==> config.mk <==
export PLATFORM = sky130hd
export DESIGN_NAME = alu_result_stage_flat
export DESIGN_NICKNAME = d
export VERILOG_FILES = /design/src/rtl/alu_pkg.sv /design/src/rtl/alu_result_stage_if.sv /design/src/rtl/alu_skid_fifo2.sv /design/src/rtl/alu_result_stage.sv /design/src/flat_wrapper.sv
export SDC_FILE = /design/constraint.sdc
export NUM_CORES = 1
export LEC_CHECK = 0
export BUFFER_PORTS_ARGS = -buffer_cell sky130_fd_sc_hd__buf_2
export CAP_MARGIN = 0
export CORE_MARGIN = 3
export CORE_UTILIZATION = 33
export CTS_CLUSTER_DIAMETER = 50
export DETAILED_ROUTE_END_ITERATION = 12
export PLACE_DENSITY_LB_ADDON = 0.3
export SYNTH_ARGS = -nofsm -noshare
export SYNTH_HDL_FRONTEND = slang
export SYNTH_SLANG_ARGS = --single-unit
==> constraint.sdc <==
create_clock -name clk -period 3.57 [get_ports clk]
set_input_delay 0.1785 -clock clk [delete_from_list [all_inputs] [get_ports clk]]
set_output_delay 0.1785 -clock clk [all_outputs]
set_load 0.02 [all_outputs]
==> src/rtl/alu_pkg.sv <==
// Shared definitions for the ALU result stage: opcode encodings, buffer states
// and the layout of one buffered result entry.
package alu_pkg;

  localparam int ALU_WIDTH = 32;
  localparam int ALU_TAG_W = 4;

  localparam logic [3:0] OP_XOR     = 4'd0;
  localparam logic [3:0] OP_NOT     = 4'd1;
  localparam logic [3:0] OP_AND     = 4'd2;
  localparam logic [3:0] OP_NAND    = 4'd3;
  localparam logic [3:0] OP_OR      = 4'd4;
  localparam logic [3:0] OP_NOR     = 4'd5;
  localparam logic [3:0] OP_A_B_ONE = 4'd6;
  localparam logic [3:0] OP_PERES_Q = 4'd7;

  typedef enum logic [1:0] {
    BUF_EMPTY = 2'd0,
    BUF_ONE   = 2'd1,
    BUF_FULL  = 2'd2
  } buf_state_t;

  typedef struct packed {
    logic [ALU_WIDTH-1:0] data;
    logic [ALU_TAG_W-1:0] tag;
    logic                 zero;
    logic                 parity;
    logic                 illegal;
  } alu_entry_t;

endpackage

==> src/rtl/alu_result_stage_if.sv <==
// Upstream results/opcode/tag handshake plus downstream result handshake.
interface alu_result_stage_if #(
  parameter int WIDTH = 32,
  parameter int TAG_W = 4
);
  logic             in_valid;
  logic             in_ready;
  logic [3:0]       in_op;
  logic [TAG_W-1:0] in_tag;
  logic [WIDTH-1:0] xor_result;
  logic [WIDTH-1:0] not_result1;
  logic [WIDTH-1:0] and_result;
  logic [WIDTH-1:0] nand_result;
  logic [WIDTH-1:0] or_result;
  logic [WIDTH-1:0] nor_result;
  logic [WIDTH-1:0] a_b_one_result;
  logic [WIDTH-1:0] Q_peres;
  logic             out_valid;
  logic             out_ready;
  logic [WIDTH-1:0] out_data;
  logic [TAG_W-1:0] out_tag;
  logic             out_zero;
  logic             out_parity;
  logic             out_illegal;

  modport master (
    output in_valid, in_op, in_tag, xor_result, not_result1, and_result,
           nand_result, or_result, nor_result, a_b_one_result, Q_peres,
           out_ready,
    input  in_ready, out_valid, out_data, out_tag, out_zero, out_parity,
           out_illegal
  );

  modport slave (
    input  in_valid, in_op, in_tag, xor_result, not_result1, and_result,
           nand_result, or_result, nor_result, a_b_one_result, Q_peres,
           out_ready,
    output in_ready, out_valid, out_data, out_tag, out_zero, out_parity,
           out_illegal
  );
endinterface

==> src/rtl/alu_skid_fifo2.sv <==
// Two-entry valid/ready FIFO; push_ready is registered so it never depends
// combinationally on pop_ready.
module alu_skid_fifo2
  import alu_pkg::*;
#(
  parameter int W = 8
) (
  input  logic         clk,
  input  logic         rst_n,
  input  logic         push_valid,
  output logic         push_ready,
  input  logic [W-1:0] push_data,
  output logic         pop_valid,
  input  logic         pop_ready,
  output logic [W-1:0] pop_data
);
  buf_state_t   state;
  logic [W-1:0] mem [2];
  logic         wr_ptr;
  logic         rd_ptr;
  logic         push;
  logic         pop;

  assign push      = push_valid && push_ready;
  assign pop       = pop_valid && pop_ready;
  assign pop_valid = (state != BUF_EMPTY);
  assign pop_data  = pop_valid ? mem[rd_ptr] : '0;

  // push_ready is loaded with "not full" of the state being entered, so it
  // stays low during reset and rises on the first edge after release.
  always_ff @(posedge clk or negedge rst_n) begin
    if (!rst_n) begin
      state      <= BUF_EMPTY;
      wr_ptr     <= 1'b0;
      rd_ptr     <= 1'b0;
      push_ready <= 1'b0;
      mem[0]     <= '0;
      mem[1]     <= '0;
    end else begin
      if (push) begin
        mem[wr_ptr] <= push_data;
        wr_ptr      <= ~wr_ptr;
      end
      if (pop) begin
        rd_ptr <= ~rd_ptr;
      end
      case (state)
        BUF_EMPTY: begin
          if (push) state <= BUF_ONE;
          push_ready <= 1'b1;
        end
        BUF_ONE: begin
          if (push && !pop) begin
            state      <= BUF_FULL;
            push_ready <= 1'b0;
          end else begin
            if (pop && !push) state <= BUF_EMPTY;
            push_ready <= 1'b1;
          end
        end
        BUF_FULL: begin
          if (pop) begin
            state      <= BUF_ONE;
            push_ready <= 1'b1;
          end else begin
            push_ready <= 1'b0;
          end
        end
        default: begin
          state      <= BUF_EMPTY;
          push_ready <= 1'b1;
        end
      endcase
    end
  end

endmodule

==> src/rtl/alu_result_stage.sv <==
// Result-select stage: picks one reversible-logic result by opcode, computes
// zero/parity/illegal flags and buffers them with saturating statistics.
module alu_result_stage
  import alu_pkg::*;
#(
  parameter int WIDTH = ALU_WIDTH,
  parameter int TAG_W = ALU_TAG_W,
  parameter int CNT_W = 16
) (
  input  logic              clk,
  input  logic              rst_n,
  alu_result_stage_if.slave bus,
  output logic [CNT_W-1:0]  issue_cnt,
  output logic [CNT_W-1:0]  illegal_cnt
);
  localparam int ENTRY_W = WIDTH + TAG_W + 3;

  logic [WIDTH-1:0]   selected;
  logic               illegal;
  logic               push;
  alu_entry_t         in_entry;
  alu_entry_t         out_entry;
  logic [ENTRY_W-1:0] out_vec;

  always_comb begin
    selected = '0;
    case (bus.in_op)
      OP_XOR:     selected = bus.xor_result;
      OP_NOT:     selected = bus.not_result1;
      OP_AND:     selected = bus.and_result;
      OP_NAND:    selected = bus.nand_result;
      OP_OR:      selected = bus.or_result;
      OP_NOR:     selected = bus.nor_result;
      OP_A_B_ONE: selected = bus.a_b_one_result;
      OP_PERES_Q: selected = bus.Q_peres;
      default:    selected = '0;
    endcase
  end

  assign illegal = bus.in_op[3];
  assign push    = bus.in_valid && bus.in_ready;

  always_comb begin
    in_entry.data    = selected;
    in_entry.tag     = bus.in_tag;
    in_entry.zero    = (selected == '0);
    in_entry.parity  = ^selected;
    in_entry.illegal = illegal;
  end

  alu_skid_fifo2 #(.W(ENTRY_W)) u_fifo (
    .clk        (clk),
    .rst_n      (rst_n),
    .push_valid (bus.in_valid),
    .push_ready (bus.in_ready),
    .push_data  (in_entry),
    .pop_valid  (bus.out_valid),
    .pop_ready  (bus.out_ready),
    .pop_data   (out_vec)
  );

  // The FIFO zeroes its output while empty, so every out_* field reads 0 then.
  assign out_entry       = out_vec;
  assign bus.out_data    = out_entry.data;
  assign bus.out_tag     = out_entry.tag;
  assign bus.out_zero    = out_entry.zero;
  assign bus.out_parity  = out_entry.parity;
  assign bus.out_illegal = out_entry.illegal;

  always_ff @(posedge clk or negedge rst_n) begin
    if (!rst_n) begin
      issue_cnt   <= '0;
      illegal_cnt <= '0;
    end else if (push) begin
      if (issue_cnt != '1) issue_cnt <= issue_cnt + 1'b1;
      if (illegal && illegal_cnt != '1) illegal_cnt <= illegal_cnt + 1'b1;
    end
  end

endmodule
==> src/flat_wrapper.sv <==
// flat-port wrapper written by rule: the top's interface ports become plain ports
module alu_result_stage_flat import alu_pkg::*;
#(
  parameter int WIDTH = ALU_WIDTH,
  parameter int TAG_W = ALU_TAG_W,
  parameter int CNT_W = 16
)
  (clk, rst_n, issue_cnt, illegal_cnt, bus_in_valid, bus_in_op, bus_in_tag, bus_xor_result, bus_not_result1, bus_and_result, bus_nand_result, bus_or_result, bus_nor_result, bus_a_b_one_result, bus_Q_peres, bus_out_ready, bus_in_ready, bus_out_valid, bus_out_data, bus_out_tag, bus_out_zero, bus_out_parity, bus_out_illegal);
  alu_result_stage_if #(.WIDTH(WIDTH), .TAG_W(TAG_W)) bus_i ();
  input  logic clk;
  input  logic rst_n;
  output logic [CNT_W-1:0] issue_cnt;
  output logic [CNT_W-1:0] illegal_cnt;
  input wire logic [$bits(bus_i.in_valid)-1:0] bus_in_valid;
  input wire logic [$bits(bus_i.in_op)-1:0] bus_in_op;
  input wire logic [$bits(bus_i.in_tag)-1:0] bus_in_tag;
  input wire logic [$bits(bus_i.xor_result)-1:0] bus_xor_result;
  input wire logic [$bits(bus_i.not_result1)-1:0] bus_not_result1;
  input wire logic [$bits(bus_i.and_result)-1:0] bus_and_result;
  input wire logic [$bits(bus_i.nand_result)-1:0] bus_nand_result;
  input wire logic [$bits(bus_i.or_result)-1:0] bus_or_result;
  input wire logic [$bits(bus_i.nor_result)-1:0] bus_nor_result;
  input wire logic [$bits(bus_i.a_b_one_result)-1:0] bus_a_b_one_result;
  input wire logic [$bits(bus_i.Q_peres)-1:0] bus_Q_peres;
  input wire logic [$bits(bus_i.out_ready)-1:0] bus_out_ready;
  output wire logic [$bits(bus_i.in_ready)-1:0] bus_in_ready;
  output wire logic [$bits(bus_i.out_valid)-1:0] bus_out_valid;
  output wire logic [$bits(bus_i.out_data)-1:0] bus_out_data;
  output wire logic [$bits(bus_i.out_tag)-1:0] bus_out_tag;
  output wire logic [$bits(bus_i.out_zero)-1:0] bus_out_zero;
  output wire logic [$bits(bus_i.out_parity)-1:0] bus_out_parity;
  output wire logic [$bits(bus_i.out_illegal)-1:0] bus_out_illegal;
  assign bus_i.in_valid = bus_in_valid;
  assign bus_i.in_op = bus_in_op;
  assign bus_i.in_tag = bus_in_tag;
  assign bus_i.xor_result = bus_xor_result;
  assign bus_i.not_result1 = bus_not_result1;
  assign bus_i.and_result = bus_and_result;
  assign bus_i.nand_result = bus_nand_result;
  assign bus_i.or_result = bus_or_result;
  assign bus_i.nor_result = bus_nor_result;
  assign bus_i.a_b_one_result = bus_a_b_one_result;
  assign bus_i.Q_peres = bus_Q_peres;
  assign bus_i.out_ready = bus_out_ready;
  assign bus_in_ready = bus_i.in_ready;
  assign bus_out_valid = bus_i.out_valid;
  assign bus_out_data = bus_i.out_data;
  assign bus_out_tag = bus_i.out_tag;
  assign bus_out_zero = bus_i.out_zero;
  assign bus_out_parity = bus_i.out_parity;
  assign bus_out_illegal = bus_i.out_illegal;
  alu_result_stage #(.WIDTH(WIDTH), .TAG_W(TAG_W), .CNT_W(CNT_W)) u_core (.clk(clk), .rst_n(rst_n), .bus(bus_i), .issue_cnt(issue_cnt), .illegal_cnt(illegal_cnt));
endmodule
==> results of run 1 <==
worst reg2reg max path, delay by kind of cell (launching register included):
kind	cells	cell delay (ns)
flip-flops	1	0.41
AO/OA/AOI/OAI	1	0.24
AND/OR/NAND/NOR	3	1.59
cell families (layout without fill, tap and decap cells):
group | Yosys count | after routing
AO/OA/AOI/OAI | 196 | 196
XOR/XNOR | 43 | 43
adder cells (fa/ha/maj) | 22 | 22
buffers and inverters | 67 | 412
flip-flops | 115 | 115
multiplexers | 115 | 115
other | 0 | 5
AND/OR/NAND/NOR | 251 | 251
report_power, final:
| group | internal [mW] | switching [mW] | total (mW) |
|---|---|---|---|
| logic | 1.08 | 1.51 | 2.59 |
| registers | 1.76 | 0.394 | 2.16 |
| clock network | 1.08 | 0.603 | 1.68 |
what timing repair did:
item,in CTS,in global routing
endpoints found under the hold margin,56,0
hold buffers,2,0
endpoints found under the setup margin,0,0
how the worst max path moves through the flow:
stage	end	slack [ns]	cells after the start
2_1_floorplan	u_core.u_fifo.mem[40]	1.16	11
3_3_place_gp	u_core.u_fifo.mem[40]	0.47	12
3_5_place_dp	u_core.u_fifo.mem[40]	0.42	12
4_1_cts	u_core.u_fifo.mem[40]	0.86	12
5_1_grt	u_core.u_fifo.mem[1]	0.64	12
6_report	u_core.u_fifo.mem[40]	0.84	12
cell type report:
cell class	count	share of cell area, %
multi-input cells	627	43.5
flip-flops and latches	115	27.7
repair buffers	368	18.6
clock buffers	20	4.50
well taps	313	3.77
clock inverters	12	1.27
inverters	12	0.434
diodes	5	0.121
layer usage:
layer	track usage (%)	vias to the layer above
met5	0	-
met4	12.8	0
met3	5.23	70
met2	41.8	317
met1	27.3	3659
li1	-	3673
stage by stage:
stage	instances	util, %	hold slack [ns]	worst slack [ns]	power (mW)
after floorplan	809	-	-0.117	1.16	3.83
after global placement	1433	42.7	0.288	0.474	4.77
after detailed placement	1433	42.7	0.292	0.420	4.81
after CTS	1467	45.4	0.00249	0.863	6.51
after global routing	1472	45.4	0.00821	0.641	6.87
final	1472	45.4	0.0197	0.842	6.43
registers in the layout (all words and copies together), names as in the netlist:
signal	count
u_core.u_fifo.rd_ptr	1
u_core.illegal_cnt	16
u_core.u_fifo.state	2
u_core.u_fifo.push_ready	1
u_core.u_fifo.mem	78
u_core.issue_cnt	16
u_core.u_fifo.wr_ptr	1
synth_stat cells (3+ instances only):
| cell | number | area share (%) |
|---|---|---|
| nand2_1 | 78 | 3.8 |
| a31oi_1 | 6 | 0.48 |
| clkbuf_1 | 27 | 1.3 |
| xnor2_1 | 33 | 3.7 |
| o22ai_1 | 17 | 1.4 |
| mux4_1 | 4 | 1.4 |
| o32a_1 | 3 | 0.39 |
| and3_1 | 7 | 0.57 |
| xor2_1 | 10 | 1.1 |
| o21ai_1 | 3 | 0.19 |
| nand3_1 | 14 | 0.90 |
| a21oi_1 | 6 | 0.39 |
| and2_1 | 5 | 0.40 |
| nand2_2 | 4 | 0.32 |
| buf_4 | 9 | 0.87 |
| buf_6 | 6 | 0.87 |
| mux4_2 | 3 | 0.87 |
| nor3_1 | 16 | 1.0 |
| nor2_1 | 73 | 3.5 |
| a22o_1 | 30 | 3.4 |
| o32ai_1 | 7 | 0.79 |
| mux2_2 | 13 | 1.9 |
| a22oi_1 | 34 | 3.3 |
| mux2i_1 | 95 | 12 |
| o21ai_0 | 57 | 3.7 |
| nand2b_1 | 4 | 0.32 |
| dfrtp_1 | 115 | 37 |
| a221oi_1 | 10 | 1.1 |
| nor2b_1 | 5 | 0.40 |
| ha_1 | 22 | 3.6 |
| or3_1 | 3 | 0.24 |
| inv_1 | 11 | 0.53 |
| nand4_1 | 17 | 1.4 |
| a32oi_1 | 4 | 0.45 |
| buf_2 | 11 | 0.71 |
| nor3_2 | 4 | 0.52 |
| or2_2 | 8 | 0.65 |
==> flow_summary.toml, run 1 <==
[outcome]
status = "finished clean"

[yosys]
synth_edf_count = 0
synth_adder_area_share_pct = 3.55
synth_warnings = 0
synth_xor_area_share_pct = 4.86
synth_mux_area_share_pct = 16.4
syn_inst = 809
synth.avg_cell_area_um2 = 9.57
syn-num-nets = 1099
ys_ff_latch = 115
synthArstFlopShare_pct = 100
synth_compound_area_share_pct = 18.1
synth-simple-area-share_pct = 15.3
syn_area_um2 = 7740
synth_top_family_by_area = "compound AO/OA/AOI/OAI gates"
ys_seq_area_share_pct = 37.2
synth_cell_types = 62
ys.flop_type = "dfrtp_1"

[worst_setup_path]
cpLargestDelayFamily = "buffers and inverters"
slowest_delay_ns = 0.45
r2r_cells = 4
crit_path_frequent_cell = "xnor2_1"
end_kind = "flop"
rr_startpoint = "u_core.u_fifo.push_ready"
timing.critical_path.cells = "buf_2 -> buf_4 -> buf_4 -> nand3_1 -> o221ai_1 -> nand2_1 -> ha_1 -> xnor2_1 -> xnor2_1 -> xnor2_1 -> xnor2_1 -> o21ai_0"
slowest_stage = "o221ai_1"
crit_required_ns = 3.85
crit_type = "input pin to flop"
critical_path_arrival_ns = 3.01
cp-start-kind = "input pin"
reg2reg_to = "u_core.u_fifo.mem[76]"
cp_max_fo = 23
crit_buf_inv = 3
startpoint = "bus_in_op[2]"
worst-r2r-setup-slack_ns = 1.27

[floorplan]
start_util_pct = 33.9
dieHeight_um = 159
rows = 55
die_w_um = 159
io_pins = 341
die-area_um2 = 25300
core_um2 = 22800

[layout]
drive_above_1_share_pct = 38.3
layout_common_cells = "buf_2, dfrtp_1, mux2i_1"
final_common_cell = "buf_2"
finalInstanceArea_um2 = 10400
multiInputGateArea_um2 = 4520
ff_latch_area_um2 = 2880
fillers = 2348
area_growth_syn_to_layout_pct = 34.0
nets = 1431

[clock_tree]
clockBufferDepth = 2
cts_tree = "done"
clock-sinks = 115
numCtsBuffers = 17
htree_num_levels = 4
insertion_delay_ns = 0.41
cts_root_buffer = "clkbuf_16"
post_cts_buffers = 0
clk_pin_slew_ns = 0.06
postCtsResizedCells = 0

[global_routing]
grt_pass1_wl_mm = 46.9
gr-usage-all-layers_pct = 23.9
grt_start_max_net_pins = 59
grt_overflow = 0
grt_pass1_vias = 8016
antenna_found_initial = 5

[pwr]
power_leakage_nw = 5.14
powerDensity_nw_per_um2 = 619
peakVddDrop_uv = 302

[routing]
wl_per_cell_um = 21.0
viasPerCell = 5.24
drt_pass1_iterations = 5
drc = 0
ant_nets = 0
routed.top_layer = "met4"
wl_mm = 30.9
drt_iter0_drc = 460
wl_met2_mm = 15.5
vias = 7719
m1WireLength_mm = 12.0
route.met3.wl_mm = 1.79

[timing]
tightest_slew_ns = 1.04
rsz0062_at_grt = "false"
max_freq_ghz = 0.367
finalHoldViolations = 0
final_max_slew_viol_count = 0
slew_headroom_pct = 30.8
fin_worst_skew_ns = 0.00518
fin_tns_setup_ns = 0
finalCritPeriodShare_pct = 76.4
finalCriticalPeriod_ns = 2.73
setup_viol = 0

[place]
gp_congestion = 0.942
placed_area_um2 = 9750
dpl.hpwl_mm = 25.5
io_buffers = 340

[flow_run]
drv_cap = 0

[min_path]
hold_path_depth = 2
hold_end = "u_core.u_fifo.mem[4]"
min-delay-start = "bus_in_tag[1]"
hold_class = "input pin to flop"
Note: power is estimated with default switching activity, not from simulation.
==> inputs of run 2 (changes only) <==
--- a/config.mk
+++ b/config.mk
@@ -5,6 +5,7 @@
 export SDC_FILE = /design/constraint.sdc
 export NUM_CORES = 1
 export LEC_CHECK = 0
+export ABC_AREA = 1
 export BUFFER_PORTS_ARGS = -buffer_cell sky130_fd_sc_hd__buf_2
 export CAP_MARGIN = 0
 export CORE_MARGIN = 3
==> constraint.sdc (replaced) <==
create_clock -name clk -period 2.5 [get_ports clk]
set_input_delay 0.125 -clock clk [delete_from_list [all_inputs] [get_ports clk]]
set_output_delay 0.125 -clock clk [all_outputs]
set_load 0.02 [all_outputs]
==> flow_summary.toml, run 2 <==
[worst_setup_path]
r2r_cells = 11
worst-r2r-setup-slack_ns = 0.37
cp_max_fo = 14
reg2reg_to = "u_core.u_fifo.state[1]"
rr_startpoint = "u_core.u_fifo.state[1]"
crit_type = "flop to output port"
crit_required_ns = 2.38
end_kind = "output port"
critical_path_arrival_ns = 2.14
crit_end = "bus_out_data[2]"
startpoint = "u_core.u_fifo.state[1]"
cp-start-kind = "flop"

[yosys]
syn-num-nets = 1624
syn_area_um2 = 8240
synth.avg_cell_area_um2 = 6.18
synth_warnings = 0
synth-simple-area-share_pct = 41.5
synth_adder_area_share_pct = 3.34
ys_ff_latch = 115
synth_cell_types = 31
synth.most_common_cell = "nand2_1"
ys.flop_type = "dfrtp_1"
ys_seq_area_share_pct = 34.9
synth_xor_area_share_pct = 3.72
synth_compound_area_share_pct = 8.23
synth_top_family_by_area = "simple AND/OR/NAND/NOR gates"
synthTopCellsByArea = "dfrtp_1, nand2_1, nor2_1"
synth_edf_count = 0
synth_mux_area_share_pct = 0
syn_inst = 1334
synth_common_cells = "nand2_1, nor2_1, dfrtp_1, inv_1, o21ai_0"
yosysTopAreaCellShare_pct = 34.9
synthArstFlopShare_pct = 100
synth.largest_area_cell = "dfrtp_1"

[floorplan]
core_um2 = 24500
io_pins = 341
die_w_um = 164
rows = 57
die-area_um2 = 26900
start_util_pct = 33.7
dieHeight_um = 164

[layout]
fillers = 2603
finalInstanceArea_um2 = 11000
nets = 1960
largest-register = "u_core.u_fifo.mem"
multiInputGateArea_um2 = 4680
stdcell_count = 2013
largest_reg_flops = 78
final_common_cell = "nand2_1"
ff_latch_area_um2 = 2880
layout_common_cells = "nand2_1, buf_2, nor2_1"
area_growth_syn_to_layout_pct = 33.8
drive_above_1_share_pct = 26.0
reg.largest.list = "u_core.u_fifo.mem (78), u_core.illegal_cnt (16), u_core.issue_cnt (16)"

[timing]
fin_tns_setup_ns = 0
fin_worst_skew_ns = 0.0114
finalHoldViolations = 0
max_freq_ghz = 0.441
setup_viol = 0
rsz0062_at_grt = "false"
finalCritPeriodShare_pct = 90.6
final_max_slew_viol_count = 0
layout_setup_ws_ns = 0.235
finalCriticalPeriod_ns = 2.27
slew_headroom_pct = 55.9
tightest_slew_ns = 0.662

[pwr]
power_mw = 9.92
powerDensity_nw_per_um2 = 899
peakVddDrop_uv = 513
power_leakage_nw = 6.37

[routing]
vias = 9300
drt_iter0_drc = 617
drt_pass1_iterations = 5
wl_mm = 30.4
viasPerCell = 4.62
drc = 0
wl_per_cell_um = 15.1
ant_nets = 0

[place]
gp_congestion = 0.977
dp.cells = 1970
io_buffers = 340
placed_area_um2 = 10400
dp_worst_setup_slack_ns = 0.0847
dpl.hpwl_mm = 24.3

[clock_tree]
cts_tree = "done"
insertion_delay_ns = 0.42
clock-sinks = 115
htree_num_levels = 4
clk_pin_slew_ns = 0.06
post_cts_buffers = 0
clockBufferDepth = 2
numCtsBuffers = 17
cts_root_buffer = "clkbuf_16"

[outcome]
status = "finished clean"

[global_routing]
gr-usage-all-layers_pct = 22.3
grt_pass1_wl_mm = 46.9
grt_start_max_net_pins = 64
antenna_found_initial = 6
grt_overflow = 0
grt_pass1_vias = 9051

[min_path]
hold_path_depth = 3
hold_class = "input pin to flop"

[flow_run]
drv_cap = 0
-- run 2: cell count changes in the layout (fill, tap and decap cells not counted), moves of 15 or more --
cell,before,now
a22o_1,30,0
a22oi_1,34,1
inv_1,11,86
inv_2,0,18
mux2i_1,95,0
nand2_1,78,606
nand3_1,13,50
nor2_1,73,178
o21ai_1,3,36
o22ai_1,17,2
xnor2_1,33,8
xor2_1,10,27
-- run 2: metal layers --
metal	share of wire, %	GRT usage [%]	vias up
li1	-	-	4802
met1	44	29.5	4149
met2	48	37.1	316
met3	5.8	3.51	31
met4	1.7	7.61	2
met5	0.043	0	-
-- run 2: how the worst min path moves through the flow --
stage                 start                    end  slack, ns
5_1_grt        bus_in_op[3]   u_core.u_fifo.mem[0]       0.09
3_3_place_gp          rst_n  u_core.illegal_cnt[5]       0.19
4_1_cts        bus_in_op[3]   u_core.u_fifo.mem[0]       0.05
2_1_floorplan         rst_n  u_core.illegal_cnt[0]      -0.17
3_5_place_dp          rst_n  u_core.illegal_cnt[0]       0.20
6_report       bus_in_op[3]   u_core.u_fifo.mem[0]       0.06
-- run 2: cell type report --
class                           count  share of cell area (%)
Clock buffer                       18                    3.89
Inverter                          107                    3.68
Multi-Input combinational cell   1053                    42.4
Tap cell                          324                    3.68
Clock inverter                     14                    1.09
Timing Repair Buffer              376                    19.0
Antenna cell                        6                   0.136
Sequential cell                   115                    26.1
-- run 2: critical path, stage by stage, from the launching register on --
cell and delay (ns):
dfrtp_1 0.40, inv_1 0.11, ha_1 0.26, clkinvlp_4 0.32, buf_4 0.29, o21ai_0 0.08, nor2_1 0.09, buf_2 0.16
-- run 2: kinds of logic (layout without fill, tap and decap cells) --
| family | count (synthesis) | count (layout) |
|---|---|---|
| buffers and inverters | 166 | 515 |
| AND/OR/NAND/NOR | 868 | 868 |
| AO/OA/AOI/OAI | 128 | 128 |
| flip-flops | 115 | 115 |
| XOR/XNOR | 35 | 35 |
| other | 0 | 6 |
| adder cells (fa/ha/maj) | 22 | 22 |
-- run 2: repair_timing --
| action | in CTS | in global routing |
|---|---|---|
| endpoints found under the setup margin | 0 | 3 |
| resized for setup | 0 | 1 |
| hold endpoints to repair | 53 | 0 |
| hold buffers | 5 | 0 |
-- run 2: power by group --
group	switching, mW	internal, mW	leakage [nW]	total (mW)
Sequential	0.420	2.54	1.50	2.96
Combinational	3.11	1.58	4.62	4.69
Clock	0.969	1.29	0.257	2.26
Total	4.50	5.42	6.37	9.92
-- run 2: stage by stage --
stage                     hold WS, ns  utilization (%)
final                          0.0630             45.1
after global routing           0.0859             45.1
after CTS                      0.0478             45.0
after detailed placement        0.200             42.6
after global placement          0.193             42.6
after floorplan                -0.171                -
==> inputs of run 3 (changes only) <==
--- a/config.mk
+++ b/config.mk
@@ -6,7 +6,7 @@
 export NUM_CORES = 1
 export LEC_CHECK = 0
 export ABC_AREA = 1
-export BUFFER_PORTS_ARGS = -buffer_cell sky130_fd_sc_hd__buf_2
+export BUFFER_PORTS_ARGS = -buffer_cell sky130_fd_sc_hd__buf_4
 export CAP_MARGIN = 0
 export CORE_MARGIN = 3
 export CORE_UTILIZATION = 33
==> constraint.sdc (replaced) <==
create_clock -name clk -period 2.5 [get_ports clk]
set_input_delay 0.375 -clock clk [delete_from_list [all_inputs] [get_ports clk]]
set_output_delay 0.375 -clock clk [all_outputs]
set_load 0.02 [all_outputs]
==> flow_summary.toml, run 3 (synthesis results as in run 2) <==
[outcome]
violations = "hold timing"
status = "complete, but fails checks"

[layout]
finalInstanceArea_um2 = 12200
fillers = 2522
largest-register = "u_core.u_fifo.mem"
multiInputGateArea_um2 = 4680
final_common_cell = "nand2_1"
area_growth_syn_to_layout_pct = 48.1
nets = 1992
layout_common_cells = "nand2_1, buf_4, nor2_1"
drive_above_1_share_pct = 27.6
largest_reg_flops = 78
reg.largest.list = "u_core.u_fifo.mem (78), u_core.illegal_cnt (16), u_core.issue_cnt (16)"
ff_latch_area_um2 = 2880

[worst_setup_path]
r2r_cells = 8
rr_startpoint = "u_core.illegal_cnt[0]"
cp_max_fo = 41
crit_end = "bus_out_data[16]"
end_kind = "output port"
crit_required_ns = 2.12
crit_type = "flop to output port"
startpoint = "u_core.u_fifo.state[0]"
reg2reg_to = "u_core.illegal_cnt[13]"
worst-r2r-setup-slack_ns = 0.44
cp-start-kind = "flop"
critical_path_arrival_ns = 1.96

[timing]
finalCriticalPeriod_ns = 2.34
tightest_slew_ns = 0.625
setup_viol = 0
final_max_slew_viol_count = 0
layout_setup_ws_ns = 0.164
finalCritPeriodShare_pct = 93.4
rsz0062_at_grt = "false"
holdWs_ns = -0.0158
finalHoldViolations = 9
slew_headroom_pct = 58.3
fin_worst_skew_ns = 0.0128
max_freq_ghz = 0.428

[floorplan]
io_pins = 341
die-area_um2 = 26900
rows = 57
dieHeight_um = 164
die_w_um = 164
core_um2 = 24500
start_util_pct = 33.7

[routing]
vias = 9569
drt_pass1_iterations = 5
drc = 0
ant_nets = 0
drt_iter0_drc = 677
wl_mm = 30.9
viasPerCell = 4.69
wl_per_cell_um = 15.1

[clock_tree]
numCtsBuffers = 17
clock-sinks = 115
htree_num_levels = 4
cts_root_buffer = "clkbuf_16"
postCtsResizedCells = 0
post_cts_buffers = 0
cts_tree = "done"
clk_pin_slew_ns = 0.06
insertion_delay_ns = 0.41
clockBufferDepth = 2
cts_hold_buf = 0

[pwr]
powerDensity_nw_per_um2 = 872
power_leakage_nw = 6.84
peakVddDrop_uv = 680

[global_routing]
grt_overflow = 0
grt_pass1_wl_mm = 47.5
grt_pass1_vias = 9110
antenna_found_initial = 2
grt_start_max_net_pins = 64
gr-usage-all-layers_pct = 22.5

[flow_run]
drv_cap = 0

[place]
dpl.hpwl_mm = 24.6
io_buffers = 340
placed_area_um2 = 11600
dp_worst_setup_slack_ns = -0.147
gp_congestion = 0.971

[min_path]
hold_class = "input pin to async pin"
==> run 3: cell count changes in the layout (fill, tap and decap cells not counted), moves of 3 or more <==
cell | before | now
buf_12 | 9 | 13
buf_2 | 339 | 0
buf_4 | 23 | 395
bufinv_16 | 0 | 3
clkinvlp_4 | 5 | 1
diode_2 | 6 | 2
dlygate4sd3_1 | 5 | 0
inv_6 | 6 | 3
==> run 3: cell type report <==
type,count,area share [%]
inverters,107,3.29
diodes,2,0.0410
repair buffers,408,26.4
clock buffers,18,3.60
flip-flops and latches,115,23.6
well taps,324,3.32
multi-input cells,1053,38.3
clock inverters,14,1.46
==> run 3: routing by layer <==
layer	global-route usage (%)	part of all wire [%]	wire, um
met5	0	0	0
met4	6.69	2.5	775
met3	4.84	6.6	2030
met2	37.4	49	15100
met1	29.4	42	13000
==> run 3: critical path, cell delays in order, from the launching register on <==
cell,delay (ns)
dfrtp_1,0.40
inv_1,0.09
ha_1,0.23
inv_1,0.10
buf_12,0.20
o21ai_0,0.11
nor2_1,0.21
buf_4,0.19
==> run 3: worst min-delay path by stage <==
stage | startpoint | endpoint | slack [ns] | depth (start not counted)
final | rst_n | u_core.illegal_cnt[11] | -0.02 | 1
after global routing | rst_n | u_core.illegal_cnt[7] | 0.03 | 1
after floorplan | rst_n | u_core.illegal_cnt[0] | 0.08 | 0
after detailed placement | rst_n | u_core.illegal_cnt[11] | 0.44 | 1
after global placement | rst_n | u_core.illegal_cnt[11] | 0.43 | 1
after CTS | rst_n | u_core.illegal_cnt[11] | 0.004 | 1
==> run 3: where the power goes <==
group	switching (mW)	internal [mW]
clock	0.913	1.61
sequential	0.427	2.54
combinational	3.09	2.07
==> run 3: metrics by stage <==
stage               cells  TNS [ns]  utilization, %  total power, mW
floorplan            1334         0               -             5.93
global placement     2007   -0.0409            47.4             8.10
detailed placement   2007    -0.294            47.4             8.21
CTS                  2039         0            49.9             10.8
global route         2041         0            49.9             11.5
finish               2041         0            49.9             10.7
